[config.mk]
export PLATFORM = sky130hd
export DESIGN_NAME = ps2_keyboard_fifo
export DESIGN_NICKNAME = d
export VERILOG_FILES = /design/src/rtl/ps2_keyboard_fifo.sv
export SDC_FILE = /design/constraint.sdc
export NUM_CORES = 1
export LEC_CHECK = 0
export ABC_AREA = 1
export CORE_MARGIN = 2
export CORE_UTILIZATION = 50
export CTS_CLUSTER_SIZE = 25
export DETAILED_ROUTE_END_ITERATION = 8
export PLACE_DENSITY = 0.66
export SLEW_MARGIN = 20
export SYNTH_ARGS = -nofsm -noshare
export SYNTH_HDL_FRONTEND = slang
export SYNTH_SLANG_ARGS = --single-unit
export TNS_END_PERCENT = 1
[constraint.sdc]
create_clock -name clk25 -period 3.11 [get_ports clk25]
set_input_delay 0.311 -clock clk25 [delete_from_list [all_inputs] [get_ports clk25]]
set_output_delay 0.311 -clock clk25 [all_outputs]
set_load 0.005 [all_outputs]
[src/rtl/ps2_keyboard_fifo.sv]
// PS/2 keyboard receiver for the Apple-1 I/O page: frame reception with
// start/parity/stop checking and timeout, Set-2 scan-code decoding with
// shift/ctrl/caps-lock, and a character FIFO read through a data/status
// register pair.
module ps2_keyboard_fifo #(
    parameter int FIFO_DEPTH = 8,
    parameter int TIMEOUT    = 50000,
    parameter int LOWERCASE  = 0
) (
    input  logic       clk25,
    input  logic       rst,
    input  logic       key_clk,
    input  logic       key_din,
    input  logic       cs,
    input  logic       address,
    output logic [7:0] dout
);

    localparam int PW = (FIFO_DEPTH > 1) ? $clog2(FIFO_DEPTH) : 1;
    localparam int CW = PW + 1;
    localparam int TW = $clog2(TIMEOUT + 1);

    // ------------------------------------------------------------------
    // Input synchronisers; idle-high reset values avoid a fake edge.
    // ------------------------------------------------------------------
    logic [1:0] kc_sync_reg;
    logic [1:0] kd_sync_reg;
    logic       kc_prev_reg;
    logic       fall_edge;
    logic       bit_in;

    // Two-stage synchronisers plus one delayed copy for edge detection
    always_ff @(posedge clk25) begin
        if (rst) begin
            kc_sync_reg <= 2'b11;
            kd_sync_reg <= 2'b11;
            kc_prev_reg <= 1'b1;
        end else begin
            kc_sync_reg <= {kc_sync_reg[0], key_clk};
            kd_sync_reg <= {kd_sync_reg[0], key_din};
            kc_prev_reg <= kc_sync_reg[1];
        end
    end

    assign fall_edge = kc_prev_reg & ~kc_sync_reg[1];
    assign bit_in    = kd_sync_reg[1];

    // ------------------------------------------------------------------
    // Frame FSM
    // ------------------------------------------------------------------
    typedef enum logic [1:0] {RX_IDLE, RX_DATA, RX_PARITY, RX_STOP} rx_state_t;

    rx_state_t     rx_state_reg;
    logic [2:0]    bit_cnt_reg;
    logic [7:0]    data_reg;
    logic          parity_ok_reg;
    logic [TW-1:0] tmo_reg;
    logic          byte_valid_reg;
    logic          frame_err_reg;

    // Shift in one bit per falling edge; abort the frame on a stalled clock
    always_ff @(posedge clk25) begin
        if (rst) begin
            rx_state_reg   <= RX_IDLE;
            bit_cnt_reg    <= 3'd0;
            data_reg       <= 8'h00;
            parity_ok_reg  <= 1'b0;
            tmo_reg        <= '0;
            byte_valid_reg <= 1'b0;
            frame_err_reg  <= 1'b0;
        end else begin
            byte_valid_reg <= 1'b0;
            frame_err_reg  <= 1'b0;
            if (fall_edge) begin
                tmo_reg <= '0;
                case (rx_state_reg)
                    RX_IDLE: begin
                        if (!bit_in) begin
                            rx_state_reg <= RX_DATA;
                            bit_cnt_reg  <= 3'd0;
                        end
                    end
                    RX_DATA: begin
                        data_reg    <= {bit_in, data_reg[7:1]};
                        bit_cnt_reg <= bit_cnt_reg + 3'd1;
                        if (bit_cnt_reg == 3'd7) begin
                            rx_state_reg <= RX_PARITY;
                        end
                    end
                    RX_PARITY: begin
                        parity_ok_reg <= ^{data_reg, bit_in};
                        rx_state_reg  <= RX_STOP;
                    end
                    default: begin
                        rx_state_reg <= RX_IDLE;
                        if (bit_in && parity_ok_reg) begin
                            byte_valid_reg <= 1'b1;
                        end else begin
                            frame_err_reg <= 1'b1;
                        end
                    end
                endcase
            end else if (rx_state_reg != RX_IDLE) begin
                if (tmo_reg == TW'(TIMEOUT)) begin
                    rx_state_reg  <= RX_IDLE;
                    frame_err_reg <= 1'b1;
                    tmo_reg       <= '0;
                end else begin
                    tmo_reg <= tmo_reg + TW'(1);
                end
            end
        end
    end

    // ------------------------------------------------------------------
    // Scan-code table: {valid, is_letter, unshifted[6:0], shifted[6:0]}
    // Letters carry their uppercase code; case is applied afterwards.
    // ------------------------------------------------------------------
    function automatic logic [15:0] map_code(input logic [7:0] code);
        logic [15:0] m;
        case (code)
            8'h1C: m = {2'b11, 7'h41, 7'h41};
            8'h32: m = {2'b11, 7'h42, 7'h42};
            8'h21: m = {2'b11, 7'h43, 7'h43};
            8'h23: m = {2'b11, 7'h44, 7'h44};
            8'h24: m = {2'b11, 7'h45, 7'h45};
            8'h2B: m = {2'b11, 7'h46, 7'h46};
            8'h34: m = {2'b11, 7'h47, 7'h47};
            8'h33: m = {2'b11, 7'h48, 7'h48};
            8'h43: m = {2'b11, 7'h49, 7'h49};
            8'h3B: m = {2'b11, 7'h4A, 7'h4A};
            8'h42: m = {2'b11, 7'h4B, 7'h4B};
            8'h4B: m = {2'b11, 7'h4C, 7'h4C};
            8'h3A: m = {2'b11, 7'h4D, 7'h4D};
            8'h31: m = {2'b11, 7'h4E, 7'h4E};
            8'h44: m = {2'b11, 7'h4F, 7'h4F};
            8'h4D: m = {2'b11, 7'h50, 7'h50};
            8'h15: m = {2'b11, 7'h51, 7'h51};
            8'h2D: m = {2'b11, 7'h52, 7'h52};
            8'h1B: m = {2'b11, 7'h53, 7'h53};
            8'h2C: m = {2'b11, 7'h54, 7'h54};
            8'h3C: m = {2'b11, 7'h55, 7'h55};
            8'h2A: m = {2'b11, 7'h56, 7'h56};
            8'h1D: m = {2'b11, 7'h57, 7'h57};
            8'h22: m = {2'b11, 7'h58, 7'h58};
            8'h35: m = {2'b11, 7'h59, 7'h59};
            8'h1A: m = {2'b11, 7'h5A, 7'h5A};
            8'h45: m = {2'b10, 7'h30, 7'h29};
            8'h16: m = {2'b10, 7'h31, 7'h21};
            8'h1E: m = {2'b10, 7'h32, 7'h40};
            8'h26: m = {2'b10, 7'h33, 7'h23};
            8'h25: m = {2'b10, 7'h34, 7'h24};
            8'h2E: m = {2'b10, 7'h35, 7'h25};
            8'h36: m = {2'b10, 7'h36, 7'h5E};
            8'h3D: m = {2'b10, 7'h37, 7'h26};
            8'h3E: m = {2'b10, 7'h38, 7'h2A};
            8'h46: m = {2'b10, 7'h39, 7'h28};
            8'h0E: m = {2'b10, 7'h60, 7'h7E};
            8'h4E: m = {2'b10, 7'h2D, 7'h5F};
            8'h55: m = {2'b10, 7'h3D, 7'h2B};
            8'h54: m = {2'b10, 7'h5B, 7'h7B};
            8'h5B: m = {2'b10, 7'h5D, 7'h7D};
            8'h5D: m = {2'b10, 7'h5C, 7'h7C};
            8'h4C: m = {2'b10, 7'h3B, 7'h3A};
            8'h52: m = {2'b10, 7'h27, 7'h22};
            8'h41: m = {2'b10, 7'h2C, 7'h3C};
            8'h49: m = {2'b10, 7'h2E, 7'h3E};
            8'h4A: m = {2'b10, 7'h2F, 7'h3F};
            8'h29: m = {2'b10, 7'h20, 7'h20};
            8'h66: m = {2'b10, 7'h08, 7'h08};
            8'h5A: m = {2'b10, 7'h0D, 7'h0D};
            8'h76: m = {2'b10, 7'h1B, 7'h1B};
            default: m = 16'h0000;
        endcase
        return m;
    endfunction

    // ------------------------------------------------------------------
    // Decoder FSM and modifiers
    // ------------------------------------------------------------------
    typedef enum logic [1:0] {S_NORMAL, S_F0, S_E0, S_E0F0} dec_state_t;

    dec_state_t  dec_state_reg;
    logic        lshift_reg;
    logic        rshift_reg;
    logic        lctrl_reg;
    logic        rctrl_reg;
    logic        caps_reg;
    logic        push_reg;
    logic [6:0]  push_char_reg;
    logic [15:0] map;
    logic [6:0]  make_char;

    // Apply shift / caps-lock / ctrl to the table entry of the current byte
    always_comb begin
        map       = map_code(data_reg);
        make_char = map[13:7];
        if (map[14]) begin
            if (lctrl_reg | rctrl_reg) begin
                make_char = map[13:7] & 7'h1F;
            end else if ((LOWERCASE != 0) && !((lshift_reg | rshift_reg) ^ caps_reg)) begin
                make_char = map[13:7] | 7'h20;
            end
        end else if (lshift_reg | rshift_reg) begin
            make_char = map[6:0];
        end
    end

    // Track prefixes and modifier state; emit a one-cycle push per make code
    always_ff @(posedge clk25) begin
        if (rst) begin
            dec_state_reg <= S_NORMAL;
            lshift_reg    <= 1'b0;
            rshift_reg    <= 1'b0;
            lctrl_reg     <= 1'b0;
            rctrl_reg     <= 1'b0;
            caps_reg      <= 1'b0;
            push_reg      <= 1'b0;
            push_char_reg <= 7'h00;
        end else begin
            push_reg <= 1'b0;
            if (byte_valid_reg) begin
                case (dec_state_reg)
                    S_NORMAL: begin
                        if (data_reg == 8'hF0) begin
                            dec_state_reg <= S_F0;
                        end else if (data_reg == 8'hE0) begin
                            dec_state_reg <= S_E0;
                        end else if (data_reg == 8'h12) begin
                            lshift_reg <= 1'b1;
                        end else if (data_reg == 8'h59) begin
                            rshift_reg <= 1'b1;
                        end else if (data_reg == 8'h14) begin
                            lctrl_reg <= 1'b1;
                        end else if (data_reg == 8'h58) begin
                            caps_reg <= ~caps_reg;
                        end else if (map[15]) begin
                            push_reg      <= 1'b1;
                            push_char_reg <= make_char;
                        end
                    end
                    S_E0: begin
                        if (data_reg == 8'hF0) begin
                            dec_state_reg <= S_E0F0;
                        end else begin
                            dec_state_reg <= S_NORMAL;
                            if (data_reg == 8'h14) begin
                                rctrl_reg <= 1'b1;
                            end else if (data_reg == 8'h5A) begin
                                push_reg      <= 1'b1;
                                push_char_reg <= 7'h0D;
                            end
                        end
                    end
                    S_F0: begin
                        dec_state_reg <= S_NORMAL;
                        if (data_reg == 8'h12) lshift_reg <= 1'b0;
                        if (data_reg == 8'h59) rshift_reg <= 1'b0;
                        if (data_reg == 8'h14) lctrl_reg  <= 1'b0;
                    end
                    default: begin
                        dec_state_reg <= S_NORMAL;
                        if (data_reg == 8'h14) rctrl_reg <= 1'b0;
                    end
                endcase
            end
        end
    end

    // ------------------------------------------------------------------
    // Character FIFO and CPU register interface
    // ------------------------------------------------------------------
    logic [6:0]    mem [FIFO_DEPTH];
    logic [PW-1:0] wr_ptr_reg;
    logic [PW-1:0] rd_ptr_reg;
    logic [CW-1:0] count_reg;
    logic          ovf_reg;
    logic          ferr_reg;
    logic [7:0]    dout_reg;
    logic          empty;
    logic          full;
    logic          rd_data;
    logic          rd_stat;
    logic          pop;
    logic          push_ok;
    logic          ovf_set;
    logic [6:0]    count_ext;
    logic [3:0]    count_sat;

    assign empty     = (count_reg == '0);
    assign full      = (count_reg == CW'(FIFO_DEPTH));
    assign rd_data   = cs & ~address;
    assign rd_stat   = cs & address;
    assign pop       = rd_data & ~empty;
    // A pop in the same cycle frees the slot, so a full FIFO still accepts
    assign push_ok   = push_reg & (~full | pop);
    assign ovf_set   = push_reg & full & ~pop;
    assign count_ext = 7'(count_reg);
    assign count_sat = (count_ext > 7'd15) ? 4'hF : count_ext[3:0];

    // Storage write port
    always_ff @(posedge clk25) begin
        if (push_ok) begin
            mem[wr_ptr_reg] <= push_char_reg;
        end
    end

    // Pointers, occupancy, sticky flags and registered read data
    always_ff @(posedge clk25) begin
        if (rst) begin
            wr_ptr_reg <= '0;
            rd_ptr_reg <= '0;
            count_reg  <= '0;
            ovf_reg    <= 1'b0;
            ferr_reg   <= 1'b0;
            dout_reg   <= 8'h00;
        end else begin
            if (push_ok) wr_ptr_reg <= wr_ptr_reg + PW'(1);
            if (pop)     rd_ptr_reg <= rd_ptr_reg + PW'(1);
            case ({push_ok, pop})
                2'b10:   count_reg <= count_reg + CW'(1);
                2'b01:   count_reg <= count_reg - CW'(1);
                default: count_reg <= count_reg;
            endcase
            ovf_reg  <= (ovf_reg  & ~rd_stat) | ovf_set;
            ferr_reg <= (ferr_reg & ~rd_stat) | frame_err_reg;
            if (rd_data) begin
                dout_reg <= empty ? 8'h00 : {1'b1, mem[rd_ptr_reg]};
            end else if (rd_stat) begin
                dout_reg <= {~empty, ovf_reg, ferr_reg, 1'b0, count_sat};
            end
        end
    end

    assign dout = dout_reg;

endmodule

==> results of run 1 <==
## through the flow
stage / hold slack (ns) / utilization (%) / instances
3_3_place_gp: 0.392 / 52.5 / 1160
4_1_cts: 0.410 / 56.6 / 1192
5_1_grt: 0.412 / 56.6 / 1192
2_1_floorplan: 0.389 / - / 979
6_report: 0.409 / 56.6 / 1192
3_5_place_dp: 0.394 / 52.5 / 1160
## cell usage in the layout, fill, tap and decap left out, types with 5 or more instances in the layout
cell             count
o21ai_0             65
mux2i_1             11
o221ai_1            11
nor3_1              12
nand3_2              5
a211oi_1             5
nand3_1             69
or2_2                5
dfxtp_1             90
a21oi_1             74
o211ai_1             5
ha_1                22
buf_4               15
clkbuf_16           17
nand4_1             19
nor2_1             100
clkdlybuf4s50_1     13
nand2_2              6
xnor2_1              5
inv_1               90
nand2_1            243
edfxtp_1            56
inv_2                9
a31oi_1              7
## report_power, final
group	switching [mW]	total [mW]	internal, mW
combinational	0.0550	0.0896	0.0346
clock	0.842	2.13	1.29
sequential	0.00605	1.99	1.98
## worst max-delay path, stage by stage (launching register included)
cell	delay, ns
dfxtp_1	0.33
inv_1	0.11
ha_1	0.34
nand3_2	0.28
nand2_1	0.16
nand3_2	0.23
inv_2	0.41
nor2_4	0.14
nand2_1	0.19
nor2_1	0.10
a21oi_1	0.12
nand2_1	0.07
nand2_1	0.08
nand2_1	0.06
## per-layer routing
layer	global-route usage [%]	share of wire [%]	vias up	wire length, um
li1	-	-	3318	-
met1	28.8	45	2892	7870
met2	38.1	47	253	8310
met3	4.61	5.8	36	1020
met4	8.21	2.2	0	394
met5	0	0	-	0
## layout make-up
type / instances / area (um2)
Fill cell: 1393 / 6520
Timing Repair Buffer: 28 / 243
Tap cell: 188 / 235
Clock buffer: 17 / 425
Sequential cell: 146 / 3480
Inverter: 101 / 380
Clock inverter: 15 / 195
Multi-Input combinational cell: 697 / 3550
## synthesized netlist by cell type (all sizes together) (5+ instances only)
cell,instances
a21oi,74
xnor2,5
edfxtp,56
inv,99
dfxtp,90
o221ai,11
o211ai,6
o21ai,69
ha,22
nand4,19
a31oi,7
or2,5
mux2i,11
nand3,75
buf,17
nor2,107
a211oi,5
nor3,14
clkbuf,18
nand2,249
## worst paths after layout
kind | startpoint | end | slack (ns) | depth (start not counted)
min | kc_sync_reg[0] | kc_sync_reg[1] | 0.41 | 1
max | rx_state_reg[1] | flop | 0.35 | 13
max reg2reg | rx_state_reg[1] | flop | 0.35 | 13
min reg2reg | kc_sync_reg[0] | kc_sync_reg[1] | 0.41 | 1
## cell families after synthesis
| kind of cell | after synthesis |
|---|---|
| DFF | 146 |
| adders and majority gates | 23 |
| AOI/OAI and AO/OA | 181 |
| muxes | 11 |
| buffers and inverters | 136 |
| xor gates and xnor gates | 8 |
| and+or+nand+nor | 474 |
==> flow_summary_export.csv, run 1 <==
group,metric,value,unit
flow_run,drv_cap,0,
placement,gp_congestion,0.946,
yosys,ys_ff_latch,146,
die,num_rows,45,
hold_path,hold_class,"reg -> reg",
yosys,syn_area_per_cell,7.76,um2
worst_setup_path,crit_required,3.42,ns
yosys,synth_xor_area_share,0.922,%
drt,wl,17.6,mm
yosys,synth_top_area_share,23.7,%
yosys,async_flop_share,0,%
timing,period_needed,2.76,ns
cts,cts_buffers,17,
worst_setup_path,worstSetupEndpointType,"flop",
timing,slew_headroom,45.6,%
yosys,synth_edf_count,56,
yosys,yosysSeqAreaShare,45.8,%
yosys,synth-compound-area-share,13.4,%
layout,area_delta_synth_final,12.1,%
yosys,synthCells,979,
die,die_width,127,um
grt,globalRouteTotalUtil,22.6,%
cts,clock-sinks,146,
worst_setup_path,crit_type,"reg -> reg",
cts,cts_tree,"done",
die,ios,14,
yosys,synthMuxAreaShare,1.45,%
timing,worst_slew_pin_slew,0.815,ns
timing,setup_tns,0,ns
cts,cts_setup_buffers,0,
yosys,ys_top_cells_by_area,"dfxtp_1, edfxtp_1, nand2_1",
die,initial_core_util,50.5,%
cts,max-clock-path-buffers,2,
timing,fmax,0.362,GHz
yosys,synth-main-ff-cell,"dfxtp_1",
timing,setup_ws,0.349,ns
power_and_ir_drop,irDropWorstVdd,0.423,mV
die,die_area,16200,um2
timing,maxSlewViolCount,0,
drt,post_drt_wl_per_cell,14.8,um
cts,htree_levels,4,
grt,antenna_found_initial,0,
placement,dpl.hpwl,12.6,mm
grt,grt_pass1_wl,29.2,mm
cts,clk_pin_slew,0.06,ns
timing,rsz0062_at_grt,"false",
drt,postRouteAntennaNets,0,
yosys,synth_adder_area_share,3.89,%
layout,final_cell_area,8510,um2
yosys,synth_area_leader_cell,"dfxtp_1",
power_and_ir_drop,power,4.20,mW
drt,vias,6499,
drt,drtIter0Drc,542,
yosys,syn-num-nets,1008,
yosys,yosys.area_share.simple,27.1,%
placement,place_ws,0.315,ns
timing,post-route-period-util,88.8,%
timing,fin_skew,0.00692,ns
layout,diodes,0,
grt,grt_max_degree,29,
cts,clock_latency,0.43,ns
power_and_ir_drop,cellPowerDensity,494,nW/um2
grt,grt_overflow,0,
yosys,ys_types,44,
cts,cts_resized,0,
drt,drcViolationCount,0,
die,die_h,127,um
timing,setup_viol,0,
yosys,syn_area,7600,um2
cts,cts-root-buf,"clkbuf_16",
cts,cts_hold_buffers,0,
layout,drive_gt1_share,8.37,%
timing,hold_viol_final,0,
outcome,status,"completed",
placement,placed_area,7890,um2
drt,vias_per_cell,5.45,
power_and_ir_drop,p_leak,3.57,nW
drt,firstDrtPassIters,8,
worst_setup_path,crit_fanout,22,
worst_setup_path,cp-start-kind,"flop",
grt,first_global_vias,5980,
layout,fin_nets,1020,
yosys,synth-warning-count,0,
worst_setup_path,arrival,3.07,ns
yosys,synth_top_family_by_area,"simple AND/OR/NAND/NOR gates",
die,core_area,15000,um2
placement,port_buffers,13,
Power figures use the tool's default switching activity.
==> run 2, diff against run 1 <==
--- a/config.mk
+++ b/config.mk
@@ -6,11 +6,13 @@
 export NUM_CORES = 1
 export LEC_CHECK = 0
 export ABC_AREA = 1
+export CELL_PAD_IN_SITES_DETAIL_PLACEMENT = 2
+export CELL_PAD_IN_SITES_GLOBAL_PLACEMENT = 2
 export CORE_MARGIN = 2
-export CORE_UTILIZATION = 50
+export CORE_UTILIZATION = 38
 export CTS_CLUSTER_SIZE = 25
 export DETAILED_ROUTE_END_ITERATION = 8
-export PLACE_DENSITY = 0.66
+export PLACE_DENSITY_LB_ADDON = 0.1
 export SLEW_MARGIN = 20
 export SYNTH_ARGS = -nofsm -noshare
 export SYNTH_HDL_FRONTEND = slang
==> run 2 against run 1 <==
  * Critical path depth did not move
  * Fmax rose by 1.5%
  * Flip-flop and latch count did not move
  * Register-to-register slack improved by 0.04 ns
  * Via count rose by 6.9%
  * Hold slack improved by 0.0031 ns
  * First-iteration DRC count fell by 42%
  * Core utilization fell by 12 points
  * Final cell count rose by 7.2%
  * Clock-buffer cell count rose by 1
  * Clock power fell by 3%
  * Critical path type unchanged
  * Largest cell class unchanged
  * Largest power group unchanged
  * Highest routed layer unchanged
==> flow_summary_export.csv, run 2 (same netlist as run 1, synthesis figures left out) <==
group,metric,value,unit
cts,clock-sinks,146,
timing,worst_slew_pin_slew,0.875,ns
grt,grt_pass1_wl,43.5,mm
cts,clock_latency,0.43,ns
die,die_width,145,um
timing,setup_tns,0,ns
timing,fmax,0.368,GHz
worst_setup_path,r2r-start,"rx_state_reg[1]",
placement,place_ws,0.212,ns
die,die_area,21100,um2
hold_path,whs_path_depth,1,
power_and_ir_drop,cellPowerDensity,480,nW/um2
grt,grt_max_degree,40,
drt,postRouteAntennaNets,0,
drt,vias_per_cell,5.44,
placement,dpl.hpwl,19.3,mm
cts,cts_setup_buffers,0,
worst_setup_path,worstSetupEndpointType,"flop",
die,die_h,145,um
outcome,status,"completed",
timing,post-route-period-util,87.5,%
cts,htree_levels,4,
grt,grt_overflow,0,
worst_setup_path,startpoint,"rx_state_reg[1]",
worst_setup_path,arrival,3.09,ns
layout,mostFrequentLayoutCells,"nand2_1, nor2_1, inv_1, dfxtp_1, a21oi_1",
layout,final_cell_area,8640,um2
grt,globalRouteTotalUtil,26.3,%
placement,placed_area,8060,um2
drt,vias,6946,
timing,setup_ws,0.390,ns
cts,max-clock-path-buffers,2,
die,core_area,19500,um2
flow_run,drv_cap,0,
cts,cts_tree,"done",
die,initial_core_util,38.9,%
die,num_rows,51,
layout,layout_commonest_cell,"nand2_1",
drt,firstDrtPassIters,4,
grt,first_global_vias,7584,
timing,fin_hold_ws,0.412,ns
die,ios,14,
worst_setup_path,crit_type,"reg -> reg",
timing,rsz0062_at_grt,"false",
grt,antenna_found_initial,2,
cts,cts_buffers,17,
cts,cts_hold_buffers,0,
timing,slew_headroom,41.6,%
cts,cts_resized,0,
worst_setup_path,reg2regPathDepth,13,
drt,drtIter0Drc,316,
placement,gp_congestion,0.880,
timing,fin_skew,0.0107,ns
cts,clk_pin_slew,0.06,ns
layout,fin_nets,1027,
worst_setup_path,crit_required,3.48,ns
placement,port_buffers,13,
timing,period_needed,2.72,ns
cts,cts-root-buf,"clkbuf_16",
power_and_ir_drop,irDropWorstVdd,0.385,mV
worst_setup_path,cp-start-kind,"flop",
worst_setup_path,crit_fanout,7,
power_and_ir_drop,p_leak,3.59,nW
timing,maxSlewViolCount,0,
drt,wl,26.7,mm
drt,drcViolationCount,0,
timing,hold_viol_final,0,
worst_setup_path,r2r_slack,0.39,ns
layout,area_delta_synth_final,13.8,%
timing,setup_viol,0,
layout,drive_gt1_share,8.70,%
drt,post_drt_wl_per_cell,20.9,um
hold_path,hold_class,"reg -> reg",
run 2: changes by cell type in the layout (fill, tap and decap cells not counted):
cell,previous run,this run
clkinv_4,1,5
clkinv_2,2,1
buf_4,15,21
clkbuf_1,0,1
diode_2,0,2
buf_12,0,1
clkinvlp_4,3,1
clkinv_1,1,3
bufinv_16,3,2
inv_8,3,0
run 2: worst min path at each step:
stage | startpoint | endpoint | slack, ns
after floorplan | kc_sync_reg[0] | kc_sync_reg[1] | 0.39
after global placement | kd_sync_reg[0] | kd_sync_reg[1] | 0.40
after detailed placement | kd_sync_reg[0] | kd_sync_reg[1] | 0.40
after CTS | kd_sync_reg[0] | kd_sync_reg[1] | 0.42
after global routing | kd_sync_reg[0] | kd_sync_reg[1] | 0.42
final | kd_sync_reg[0] | kd_sync_reg[1] | 0.41
run 2: area by class of cell:
type                       instances  area [um2]
antenna                            2        5.00
clock buffer                      18         429
clock inverter                    14         154
fill                            2245       10900
inverter                         101         380
multi-input combinational        697        3550
sequential                       146        3480
tap                              265         332
timing repair buffer              35         308
run 2: routing by layer:
metal  track usage [%]  share of wire [%]
met5                 0                  0
met4              9.95                2.9
met3              4.95                3.0
met2              44.7                 51
met1              33.3                 43
run 2: power by group:
| part | switching (mW) | internal [mW] | total (mW) |
|---|---|---|---|
| Sequential | 0.00732 | 1.98 | 1.99 |
| Combinational | 0.0644 | 0.0372 | 0.102 |
| Clock | 0.867 | 1.19 | 2.06 |
run 2: per-stage QoR:
step | cells | power, mW | util (%)
final | 1278 | 4.15 | 44.3
after CTS | 1276 | 4.18 | 44.2
after floorplan | 979 | 2.08 | -
after global routing | 1276 | 4.27 | 44.2
after global placement | 1244 | 2.12 | 41.3
after detailed placement | 1244 | 2.13 | 41.3
run 2: critical path, cell delays in order, from the launching register on:
cell	delay, ns
dfxtp_1	0.33
inv_1	0.12
ha_1	0.28
nand3_2	0.21
nand2_1	0.16
nand2_1	0.08
nor2_2	0.21
ha_1	0.24
nand3_1	0.18
nor3_2	0.33
nand3_1	0.18
inv_1	0.16
a21oi_1	0.08
nand2_1	0.09
